<file path="src/rtl/fall_object_engine.sv">
// Falling-object game core: farmer movement, object spawn/fall, catch scoring.
// Optional FALL_ENGINE_SPEEDUP_EN doubles the fall step once score_pos reaches 16.
module fall_object_engine #(
  parameter int unsigned STEP_PX   = 8,
  parameter int unsigned CATCH_Y   = 320,
  parameter int unsigned SPAWN_GAP = 12,
  parameter logic [15:0] LFSR_SEED = 16'hACE1
) (
  input  logic        clk,
  input  logic        rst,
  input  logic        clear,
  input  logic        run,
  input  logic        tick,
  input  logic        key_valid,
  input  logic [8:0]  last_change,
  input  logic        key_is_make,
  output logic [2:0]  farmer_x,
  output logic [11:0] obj_x,
  output logic [39:0] obj_y,
  output logic [3:0]  obj_active,
  output logic [5:0]  score_pos,
  output logic [5:0]  score_neg,
  output logic        catch_fruit,
  output logic        catch_bug
);

  localparam logic [8:0]  KEY_A     = 9'h01C;
  localparam logic [8:0]  KEY_D     = 9'h023;
  localparam logic [10:0] CATCH_LIM = 11'(CATCH_Y);
  localparam logic [10:0] FLOOR_LIM = 11'd480;
  localparam logic [10:0] STEP_BASE = 11'(STEP_PX);
  localparam logic [7:0]  GAP       = 8'(SPAWN_GAP);

  logic [2:0]       farmer_q, farmer_d;
  logic [3:0][2:0]  obj_x_q, obj_x_d;
  logic [3:0][9:0]  obj_y_q, obj_y_d;
  logic [3:0]       active_q, active_d;
  logic [5:0]       score_pos_q, score_pos_d;
  logic [5:0]       score_neg_q, score_neg_d;
  logic [7:0]       spawn_cnt_q, spawn_cnt_d;
  logic [15:0]      lfsr_q, lfsr_d;
  logic             catch_fruit_q, catch_fruit_d;
  logic             catch_bug_q, catch_bug_d;

  logic [10:0] step;
  logic [10:0] next_y;
  logic [7:0]  pos_sum;
  logic [7:0]  neg_sum;
  logic [7:0]  spawn_cnt_inc;
  logic        free_found;
  logic [1:0]  free_idx;

  always_comb begin
    step = STEP_BASE;
`ifdef FALL_ENGINE_SPEEDUP_EN
    if (score_pos_q >= 6'd16) step = STEP_BASE << 1;
`endif
    lfsr_d        = {lfsr_q[14:0], lfsr_q[15] ^ lfsr_q[13] ^ lfsr_q[12] ^ lfsr_q[10]};
    farmer_d      = farmer_q;
    obj_x_d       = obj_x_q;
    obj_y_d       = obj_y_q;
    active_d      = active_q;
    score_pos_d   = score_pos_q;
    score_neg_d   = score_neg_q;
    spawn_cnt_d   = spawn_cnt_q;
    catch_fruit_d = 1'b0;
    catch_bug_d   = 1'b0;
    next_y        = 11'd0;
    pos_sum       = {2'b00, score_pos_q};
    neg_sum       = {2'b00, score_neg_q};
    spawn_cnt_inc = (spawn_cnt_q >= GAP) ? GAP : spawn_cnt_q + 8'd1;
    free_found    = 1'b0;
    free_idx      = 2'd0;

    // Descending scan leaves the lowest inactive slot selected.
    for (int i = 3; i >= 0; i--) begin
      if (!active_q[i]) begin
        free_found = 1'b1;
        free_idx   = 2'(i);
      end
    end

    if (run && tick) begin
      for (int i = 0; i < 4; i++) begin
        if (active_q[i]) begin
          next_y = {1'b0, obj_y_q[i]} + step;
          if (({1'b0, obj_y_q[i]} < CATCH_LIM) && (next_y >= CATCH_LIM)) begin
            obj_y_d[i] = next_y[9:0];
            if (obj_x_q[i] == farmer_q) begin
              active_d[i] = 1'b0;
              if (i == 0) begin
                neg_sum     = neg_sum + 8'd1;
                catch_bug_d = 1'b1;
              end else begin
                pos_sum       = pos_sum + 8'(i);
                catch_fruit_d = 1'b1;
              end
            end
          end else if (next_y >= FLOOR_LIM) begin
            active_d[i] = 1'b0;
          end else begin
            obj_y_d[i] = next_y[9:0];
          end
        end
      end
      score_pos_d = (pos_sum > 8'd63) ? 6'd63 : pos_sum[5:0];
      score_neg_d = (neg_sum > 8'd63) ? 6'd63 : neg_sum[5:0];

      spawn_cnt_d = spawn_cnt_inc;
      if ((spawn_cnt_inc == GAP) && free_found) begin
        obj_x_d[free_idx]  = lfsr_q[2:0];
        obj_y_d[free_idx]  = 10'd0;
        active_d[free_idx] = 1'b1;
        spawn_cnt_d        = 8'd0;
      end
    end

    // Collision above used farmer_q, so the move lands on the same edge.
    if (run && key_valid && key_is_make) begin
      if ((last_change == KEY_A) && (farmer_q != 3'd0)) farmer_d = farmer_q - 3'd1;
      else if ((last_change == KEY_D) && (farmer_q != 3'd7)) farmer_d = farmer_q + 3'd1;
    end

    if (clear) begin
      farmer_d      = 3'd3;
      obj_x_d       = '0;
      obj_y_d       = '0;
      active_d      = 4'd0;
      score_pos_d   = 6'd0;
      score_neg_d   = 6'd0;
      spawn_cnt_d   = 8'd0;
      catch_fruit_d = 1'b0;
      catch_bug_d   = 1'b0;
    end
  end

  always_ff @(posedge clk) begin
    if (rst) begin
      farmer_q      <= 3'd3;
      obj_x_q       <= '0;
      obj_y_q       <= '0;
      active_q      <= 4'd0;
      score_pos_q   <= 6'd0;
      score_neg_q   <= 6'd0;
      spawn_cnt_q   <= 8'd0;
      lfsr_q        <= LFSR_SEED;
      catch_fruit_q <= 1'b0;
      catch_bug_q   <= 1'b0;
    end else begin
      farmer_q      <= farmer_d;
      obj_x_q       <= obj_x_d;
      obj_y_q       <= obj_y_d;
      active_q      <= active_d;
      score_pos_q   <= score_pos_d;
      score_neg_q   <= score_neg_d;
      spawn_cnt_q   <= spawn_cnt_d;
      lfsr_q        <= lfsr_d;
      catch_fruit_q <= catch_fruit_d;
      catch_bug_q   <= catch_bug_d;
    end
  end

  assign farmer_x    = farmer_q;
  assign obj_x       = obj_x_q;
  assign obj_y       = obj_y_q;
  assign obj_active  = active_q;
  assign score_pos   = score_pos_q;
  assign score_neg   = score_neg_q;
  assign catch_fruit = catch_fruit_q;
  assign catch_bug   = catch_bug_q;

endmodule
</file>
<file path="config.mk">
export PLATFORM = sky130hd
export DESIGN_NAME = fall_object_engine
export DESIGN_NICKNAME = d
export VERILOG_FILES = /design/src/rtl/fall_object_engine.sv
export SDC_FILE = /design/constraint.sdc
export NUM_CORES = 1
export LEC_CHECK = 0
export ABC_AREA = 1
export CAP_MARGIN = 20
export CORE_MARGIN = 4
export CORE_UTILIZATION = 50
export CTS_BUF_LIST = sky130_fd_sc_hd__clkbuf_4 sky130_fd_sc_hd__clkbuf_8
export DETAILED_ROUTE_END_ITERATION = 8
export PLACE_DENSITY_LB_ADDON = 0.2
export SLEW_MARGIN = 40
export SYNTH_ARGS = -nofsm -noshare
export SYNTH_HDL_FRONTEND = slang
export SYNTH_SLANG_ARGS = --single-unit
</file>
<file path="constraint.sdc">
create_clock -name clk -period 2.7 [get_ports clk]
set_clock_uncertainty 0.15 [all_clocks]
set_input_delay 0.405 -clock clk [delete_from_list [all_inputs] [get_ports clk]]
set_output_delay 0.405 -clock clk [all_outputs]
set_load 0.02 [all_outputs]
</file>
==> results_dict.tcl <==
set metrics [dict create \
    status "finished clean" \
    first_pass_grt_wire_length_um 23800 \
    detailed_place_hpwl_um 10500 \
    numCtsBuffers 9 \
    cts_hold_repair.buffers 0 \
    dp_slack_ns -0.0366 \
    fmax_mhz 381 \
    ff2ff_setup_slack_ns 0.08 \
    synthMuxAreaShare_pct 0 \
    floorplan.die.height_um 112 \
    finalHoldViolCount 0 \
    timing.hold.worst_endpoint "lfsr_q[12]" \
    worst_setup_path_start_kind "flip-flop" \
    dieWidth_um 112 \
    switching_share_pct 25.8 \
    max_cap_viol_count 0 \
    worst_vdd_ir_mv 0.280 \
    synth-adder-area-share_pct 3.39 \
    synth_cell_types 53 \
    synthesis.yosys.warnings 0 \
    groute.layer.met1.usage_pct 28.7 \
    crit_path_end_kind "flip-flop" \
    cts_sinks 97 \
    setup_viol 0 \
    path_cells "ha_4, nand3_4, o21ai_2, nand2_2, nand2_8, nand4_4, nand2_4, nand2_2, ha_4, inv_2, nand2_2, nand2_4, nand3b_4, nor2_4, nand2_2, nand2_4, inv_2, a21oi_2" \
    r2r-end "score_pos[3]" \
    worst_skew_pair_latency_ns 0.38 \
    groute.layer.met3.usage_pct 4.24 \
    rows 37 \
    syn-num-nets 785 \
    min_delay_worst_type "flip-flop to flip-flop" \
    finalNetCount 909 \
    synthesis.instances 755 \
    crit_required_ns 2.87 \
    period_needed_ns 2.62 \
    worstRegToRegCells 18 \
    setup_repair_after_global_routing_missed_its_margin "yes" \
    power.share.sequential_pct 55.3 \
    clkSlewWorstSetupHoldPaths_ns 0.11 \
    path_class "flip-flop to flip-flop" \
    globalRouteMet2Util_pct 38.0 \
    diodes 0 \
    clkPwrFrac_pct 38.5 \
    ys_seq_area_share_pct 36.1 \
    worst_r2r_startpoint "obj_y[14]" \
    timing.slew.headroom_pct 62.6 \
    net-switching-power_mw 0.683 \
    io-pin-count 89 \
    crit_fanout 8 \
    ys_dominant_reg_cell "dfxtp_1" \
    via_per_inst 5.33 \
    port_buffers 88 \
    share_of_the_synthesized_area_in_compound_gates_ao_oa_aoi_oai_pct 13.1 \
    synth_area_per_cell_sq_um 7.13 \
    timing.final.crit_share_pct 97.1 \
    wire_per_inst_um 14.2 \
    worst_hold_path.num_cells 2 \
    finalCoreUtilization_pct 68.6 \
    grt.busiest_layer "met2" \
    power_report.internal_total_mw 1.96 \
    xor_xnor_share_of_the_synthesized_area_pct 4.83 \
    tritoncts "yes" \
    critPathArrivalTime_ns 2.80 \
    hold_path.startpoint "lfsr_q[11]" \
    cts_htree_levels 3 \
    grt_start_max_net_pins 34 \
    initial_core_util_pct 51.7 \
    final_max_slew_viols 0 \
    worst_slack_ns 0.0782 \
    synth_async_sr_flop_share_pct 0 \
    clock-root-buffer "clkbuf_8" \
    fp.coreArea_sq_um 10400 \
    tightestPinTransition_ns 0.555 \
    most-common-layout-cells "nand2_1 (145), inv_1 (97), clkdlybuf4s50_1 (88)" \
    pwr_density_cell_nw_per_um2 370 \
    fin_worst_hold_slack_ns 0.261 \
    globalRouteOverflowTotal 0 \
    finalWeightedCongestion 0.939 \
    antenna_left 0 \
    drc_errors 0 \
    drt_iter0_drc 428 \
    synth.ff_latch_count 97 \
    clock_tree.buffer_depth 2 \
    comb_power_share_pct 6.2 \
    drive_gt1_share_pct 19.7 \
    crit_path_top_delay_cell "dfxtp_4" \
    num_vias 5433 \
    post_synth_and_or_nand_nor_area_fraction_pct 33.0 \
    layout.cells.most_common "nand2_1" \
    global_route_usage_sum_pct 22.6 \
    drt_wl_total_um 14500 \
    area_delta_synth_final_pct 32.6 \
    max_stage_delay_ns 0.39 \
    post_synth_instance_area_sq_um 5380 \
    antenna_found_initial 0 \
    synth_top_family_by_area "simple AND/OR/NAND/NOR gates" \
    1st_pass_router_iterations 6 \
    floorplan.die_area_sq_um 12500 \
    first_global_vias 5181 \
    static-leakage-power_nw 2.83 \
    synth-edff-count 0 \
    crit_top_cell "nand2_2" \
]
-- per-stage QoR --
step	TNS (ns)	cells	area (sq um)	total power, mW
after floorplan	0	755	5390	1.58
after global placement	0	995	6620	1.65
after detailed placement	-0.0855	995	6620	1.65
after CTS	0	1012	6850	2.66
after global routing	-0.617	1020	7140	2.73
final	0	1020	7140	2.64
-- critical path, delay by kind of cell (launching register included) --
kind	cells	cell delay, ns
buffers and inverters	2	0.08
and+or+nand+nor	12	1.24
adders and majority gates	2	0.43
DFF	1	0.39
AOI/OAI and AO/OA	2	0.26
-- final cells by class --
| type | count | area [sq um] |
|---|---|---|
| Clock buffer | 9 | 124 |
| Clock inverter | 7 | 85.1 |
| Fill cell | 859 | 3280 |
| Inverter | 110 | 415 |
| Multi-Input combinational cell | 526 | 3140 |
| Sequential cell | 97 | 1960 |
| Tap cell | 136 | 170 |
| Timing Repair Buffer | 135 | 1240 |
-- metal layers --
layer  wire length [um]  up-vias
met5                  0        -
met4                296        0
met3                947       28
met2               6990      179
met1               6290     2535
li1                   -     2691
-- registers in the layout (all words and copies together), names as in the netlist --
name         count
obj_y           40
lfsr_q          16
obj_x           12
spawn_cnt_q      8
score_neg        6
score_pos        6
obj_active       4
farmer_x         3
catch_bug        1
catch_fruit      1
-- power groups by stage --
stage / Sequential (mW) / Clock (mW) / Combinational (mW)
4_1_cts: 1.46 / 1.04 / 0.155
5_1_grt: 1.47 / 1.09 / 0.180
6_report: 1.46 / 1.02 / 0.164
3_3_place_gp: 1.50 / 0 / 0.151
2_1_floorplan: 1.50 / 0 / 0.0847
3_5_place_dp: 1.50 / 0 / 0.154
-- worst max path at each step --
stage	from	cells past startpoint	slack [ns]	endpoint
global route	obj_y[14]	17	-0.12	score_pos[5]
floorplan	obj_y[14]	19	0.007	score_pos[3]
detailed placement	obj_y[24]	20	-0.04	score_pos[3]
CTS	obj_y[24]	20	0.007	score_pos[3]
finish	obj_y[14]	18	0.08	score_pos[3]
global placement	obj_y[24]	19	0.04	score_pos[4]
-- cell usage after synthesis (2+ instances only) --
cell	number	share of area, %
nand2_1	152	11
inv_1	101	7.0
dfxtp_1	97	36
nor2_1	57	4.0
nand3_1	55	5.1
a21oi_1	52	4.8
o21ai_0	45	4.2
nand4_1	15	1.7
nor3_1	14	1.3
xnor2_1	14	2.3
clkbuf_1	13	0.91
ha_1	13	3.0
nand2_2	13	1.5
xor2_1	12	2.0
or2_2	9	1.0
nand3_2	7	1.3
nor2_2	7	0.81
o21ai_1	7	0.65
buf_2	6	0.56
inv_2	6	0.42
a31oi_1	5	0.58
nand2_4	4	0.84
nor3_2	4	0.74
nor4_1	4	0.46
clkinv_1	3	0.21
nor2_4	3	0.63
o21bai_2	3	0.63
a21o_1	2	0.28
a221oi_1	2	0.33
nand4_2	2	0.46
nand4_4	2	0.79
nor3b_1	2	0.28
o21bai_1	2	0.28
or3_1	2	0.23
xor2_2	2	0.60
-- timing repair --
item | CTS | global route
pin swaps | 2 | 31
resized for setup | 5 | 58
setup endpoints to repair | 6 | 18
cloned | 0 | 0
setup buffers | 1 | 8
-- kinds of logic (layout without fill, tap and decap cells) --
group / count (synthesis) / count (layout)
AO/OA/AOI/OAI: 126 / 126
XOR/XNOR: 28 / 28
adder cells (fa/ha/maj): 14 / 14
buffers and inverters: 132 / 261
flip-flops: 97 / 97
AND/OR/NAND/NOR: 358 / 358
Power figures use the tool's default switching activity.
==> edit 1: new RTL, same settings <==
Put one more register stage on the output `obj_x`, cleared by the reset. The value now appears one clock later. The other outputs are not delayed to match.
--- a/src/rtl/fall_object_engine.sv
+++ b/src/rtl/fall_object_engine.sv
@@ -161,7 +161,13 @@
   end
 
   assign farmer_x    = farmer_q;
-  assign obj_x       = obj_x_q;
+  always_ff @(posedge clk) begin
+    if (rst) begin
+      obj_x <= '0;
+    end else begin
+      obj_x <= obj_x_q;
+    end
+  end
   assign obj_y       = obj_y_q;
   assign obj_active  = active_q;
   assign score_pos   = score_pos_q;
Behaviour: same outputs for any inputs over 4 cycles, from zero or initial values and one cycle with rst high; that may be too few to reach the edited logic, so the function may still have changed.
==> edit 1 against the unedited design <==
  * The run now ends with negative setup slack left
  * Design area increased by 2.5%
  * Sequential cell count increased by 12
  * Routed wire length increased by 5.6%
  * Fmax decreased by 3.7%
  * Via count increased by 4.1%
  * Synthesized area increased by 3.2%
  * Power increased by 8.6%
  * Setup slack got worse by 0.10 ns
  * Count of clock-buffer cells in the layout unchanged
==> edit 1: results (changes against the unedited design) <==
- Result of the run: finished, violations left
- Violations in the final reports: negative setup slack
- Yosys cell types: 42 (-21%)
- Total Nets Final: 944 (+3.9%)
- Post-Route Setup TNS: -0.0636 ns (-0.0636 ns)
- Max-slew headroom: 70.7% (+8.1 points)
- Final Worst Setup Slack: -0.0230 ns (-0.101 ns)
- Final setup fails: 4 (+4)
- List of most frequent post-synthesis cells: nand2_1 (172), dfxtp_1 (109), inv_1 (103)
- Vias per Instance: 5.34 (+0.29%)
- IR Drop Worst-Case VDD: 0.000449 V (+61%)
- Peak fanout along the critical path: 6 (-2)
- Filler cell count in the final layout: 919 (+7.0%)
- Met2 Usage GRT: 39.1% (+1.0 points)
- Total met3 wirelength after detailed routing: 1120 um (+18%)
- Bufs on Longest Clock Path: 2 (unchanged)
- GR met3 Demand/Resource: 5.62% (+1.4 points)
- Multiplexer area fraction after synthesis: 0% (unchanged)
- Pre-Repair DR Iteration Count: 5 (-1)
- Internal power: 2080 uW (+6.0%)
- Global Route met1 Usage: 28.3% (-0.41 points)
- Worst reg-to-reg path cell count: 19 (+1)
- Routed length per placed instance: 14.5 um (+1.7%)
- DRT met1 WL: 6350 um (+0.97%)
- Cell area after placement: 6780 um^2 (+2.4%)
- Parity-gate share of the synthesized area counting xor and xnor cells: 4.26% (-0.58 points)
- Compound-gate portion of the synthesized area: 13.5% (+0.40 points)
- Clock edge transition at the registers on the reported setup and hold paths: 0.12 ns
- Diodes inserted: 0 (unchanged)
- Sequential element share of the synthesized area: 39.3% (+3.2 points)
- Number of flip-flops under the largest register name: 40 (unchanged)
- Leakage power: 0.00287 uW (+1.4%)
- Via count of the first global-routing pass: 5,169 (-0.23%)
- First-pass GRT wire length: 24,200 um (+1.3%)
- Adder-Cell Fraction of Synth Area: 3.29% (-0.11 points)
- Total via count in the routed design: 5,657 (+4.1%)
- Share of post-route cells with drive strength above 1: 16.6% (-3.0 points)
- Routed length on met2: 7590 um (+8.5%)
- Cts bufs inserted: 9 (unchanged)
- Clk Latency, worst-skew pair: 0.40 ns (+0.02 ns)
- Starting DRT DRC Count: 639 (+49%)
- Category of cells accounting for the largest share of critical-path delay: simple AND/OR/NAND/NOR gates
- Leading post-synthesis cells by cell area: dfxtp_1 (39%), nand2_1 (12%), inv_1 (7.0%)
- Final weighted congestion in routability-driven placement: 0.934 (-0.51%)
- Largest net degree at the start of global routing: 34 (unchanged)
- Data arrival time of the critical path: 2.87 ns (+0.07 ns)
- Synthesized instance count: 794 (+5.2%)
- Hold depth: 2 (unchanged)
- Post-place setup slack: -0.0647 ns (-0.0281 ns)
- Largest stage delay on the critical path: 0.39 ns (about the same)
- Area growth from synthesis to layout: 31.8%
- H-tree levels: 3 (unchanged)
- Combined global-route utilization of all metal layers: 22.7% (+0.097 points)
- Total instance count after detailed placement: 1,031 (+3.6%)
- Syn nets: 824 (+5.0%)
- HPWL after DPL: 10,800 um (+2.7%)
==> edit 1: cell type report <==
cell class	count	share of cell area, %
clock buffers	9	1.69
well taps	140	2.39
flip-flops and latches	109	30.2
repair buffers	134	17.0
clock inverters	7	1.30
multi-input cells	551	41.8
inverters	109	5.59
==> edit 1: power by group through the flow <==
stage / Clock [uW] / Sequential [uW] / Combinational [uW]
after floorplan: 0 / 1680 / 89.1
after global routing: 1140 / 1640 / 187
after global placement: 0 / 1680 / 153
final: 1060 / 1640 / 169
after detailed placement: 0 / 1680 / 158
after CTS: 1100 / 1640 / 159
==> edit 1: final timing paths <==
kind                                      to  slack, ns      start
worst max register to register  score_pos[4]      -0.02  obj_y[14]
worst max-delay path            score_pos[4]      -0.02  obj_y[14]
worst min register to register     lfsr_q[8]       0.26  lfsr_q[7]
worst min-delay path               lfsr_q[8]       0.26  lfsr_q[7]
==> edit 1: what timing repair did <==
item,in CTS,in global routing
pin swaps,3,31
setup endpoints to repair,6,12
buffers inserted,1,11
resized for setup,7,53
==> edit 2: new RTL, same flow settings <==
Without the edit above. The option `FALL_ENGINE_SPEEDUP_EN` is turned on by a define.
--- a/src/rtl/fall_object_engine.sv
+++ b/src/rtl/fall_object_engine.sv
@@ -1,5 +1,7 @@
 // Falling-object game core: farmer movement, object spawn/fall, catch scoring.
 // Optional FALL_ENGINE_SPEEDUP_EN doubles the fall step once score_pos reaches 16.
+`define FALL_ENGINE_SPEEDUP_EN
+
 module fall_object_engine #(
   parameter int unsigned STEP_PX   = 8,
   parameter int unsigned CATCH_Y   = 320,
Function: same outputs for any inputs over 4 cycles, from zero or initial values and one cycle with rst high; that may be too few to reach the edited logic, so the function may still have changed.
==> edit 2 against the unedited design <==
  * The flow now finishes with violations (negative setup slack)
  * Setup slack got worse by 0.56 ns
  * Synthesized area up 3.1%
  * Design area up 12%
  * Hold slack gained 0.0044 ns
  * Sequential cell count stayed put
  * Largest power group unchanged
  * Power up 4.0%
  * Global-route usage grew 3.1 points
  * Routed wire length increased by 17%
==> edit 2: results (changes against the unedited design) <==
- Actual slew at the worst max-slew pin: 0.549 ns (-0.00640 ns)
- Data arrival time of the critical path: 3.37 ns (+0.57 ns)
- Signal buffers: 182 (+35%)
- Global Route met1 Usage: 32.8% (+4.1 points)
- Final Worst Setup Slack: -0.485 ns (-0.563 ns)
- Total via count in the routed design: 6,035 (+11%)
- Syn Area/Cell: 6.94 um^2 (-2.7%)
- Non-filler instance count after layout: 1,115 (+9.3%)
- Non-clock inverter instance count of the final layout: 117 (+6.4%)
- Leakage power: 0.00327 uW (+15%)
- Largest stage delay on the critical path: 0.37 ns (-0.02 ns)
- GR met3 Demand/Resource: 5.51% (+1.3 points)
- Total met3 wirelength after detailed routing: 1230 um (+30%)
- List of most frequent post-synthesis cells: nand2_1 (173), inv_1 (110), dfxtp_1 (97)
- IR Drop Worst-Case VDD: 0.000320 V (+14%)
- Syn nets: 835 (+6.4%)
- Routed length on met2: 8140 um (+16%)
- Met2 Usage GRT: 43.8% (+5.7 points)
- Multi-input comb cells: 563 (+7.0%)
- Starting DRT DRC Count: 412 (-3.7%)
- Non-clk buf share: 20.7% (+3.4 points)
- Final weighted congestion in routability-driven placement: 0.897 (-4.4%)
- Combined global-route utilization of all metal layers: 25.7% (+3.1 points)
- Clock tree cell share of total cell area: 2.61% (-0.31 points)
- Via count of the first global-routing pass: 5,711 (+10%)
- Result of the run: finished, violations left
- Final setup fails: 36 (+36)
- Sequential element share of the synthesized area: 35.0% (-1.1 points)
- Violations in the final reports: negative setup slack
- Largest net degree at the start of global routing: 33 (-2.9%)
edit 2: cell types whose count changed after synthesis, sizes merged, moves of 5 or more:
cell	unedited run	this run
nor2	67	62
nand3	63	73
a21oi	53	60
nand2	169	185
o21ai	52	60
inv	107	115
edit 2: cell families after synthesis:
group	synth area share [%]
fa+ha+maj	4.96
flops	35.0
compound gates	14.5
buf+inv	10.1
simple gates	31.4
xor+xnor	3.94
edit 2: repair_timing:
| action | 4_1_cts | 5_1_grt |
|---|---|---|
| resized for setup | 67 | 80 |
| gates cloned | 0 | 0 |
| setup buffers | 13 | 14 |
| pin swaps | 43 | 49 |
| endpoints found under the setup margin | 32 | 46 |
edit 2: power by group:
group          switching (uW)  internal [uW]  total (uW)
combinational             144            100         244
clock                     591            449        1040
sequential               16.9           1450        1470
edit 2: worst paths after layout:
kind	cells past startpoint	end	slack, ns
max	23	score_pos[5]	-0.48
min	2	lfsr_q[12]	0.27
max reg2reg	23	score_pos[5]	-0.48
min reg2reg	2	lfsr_q[12]	0.27
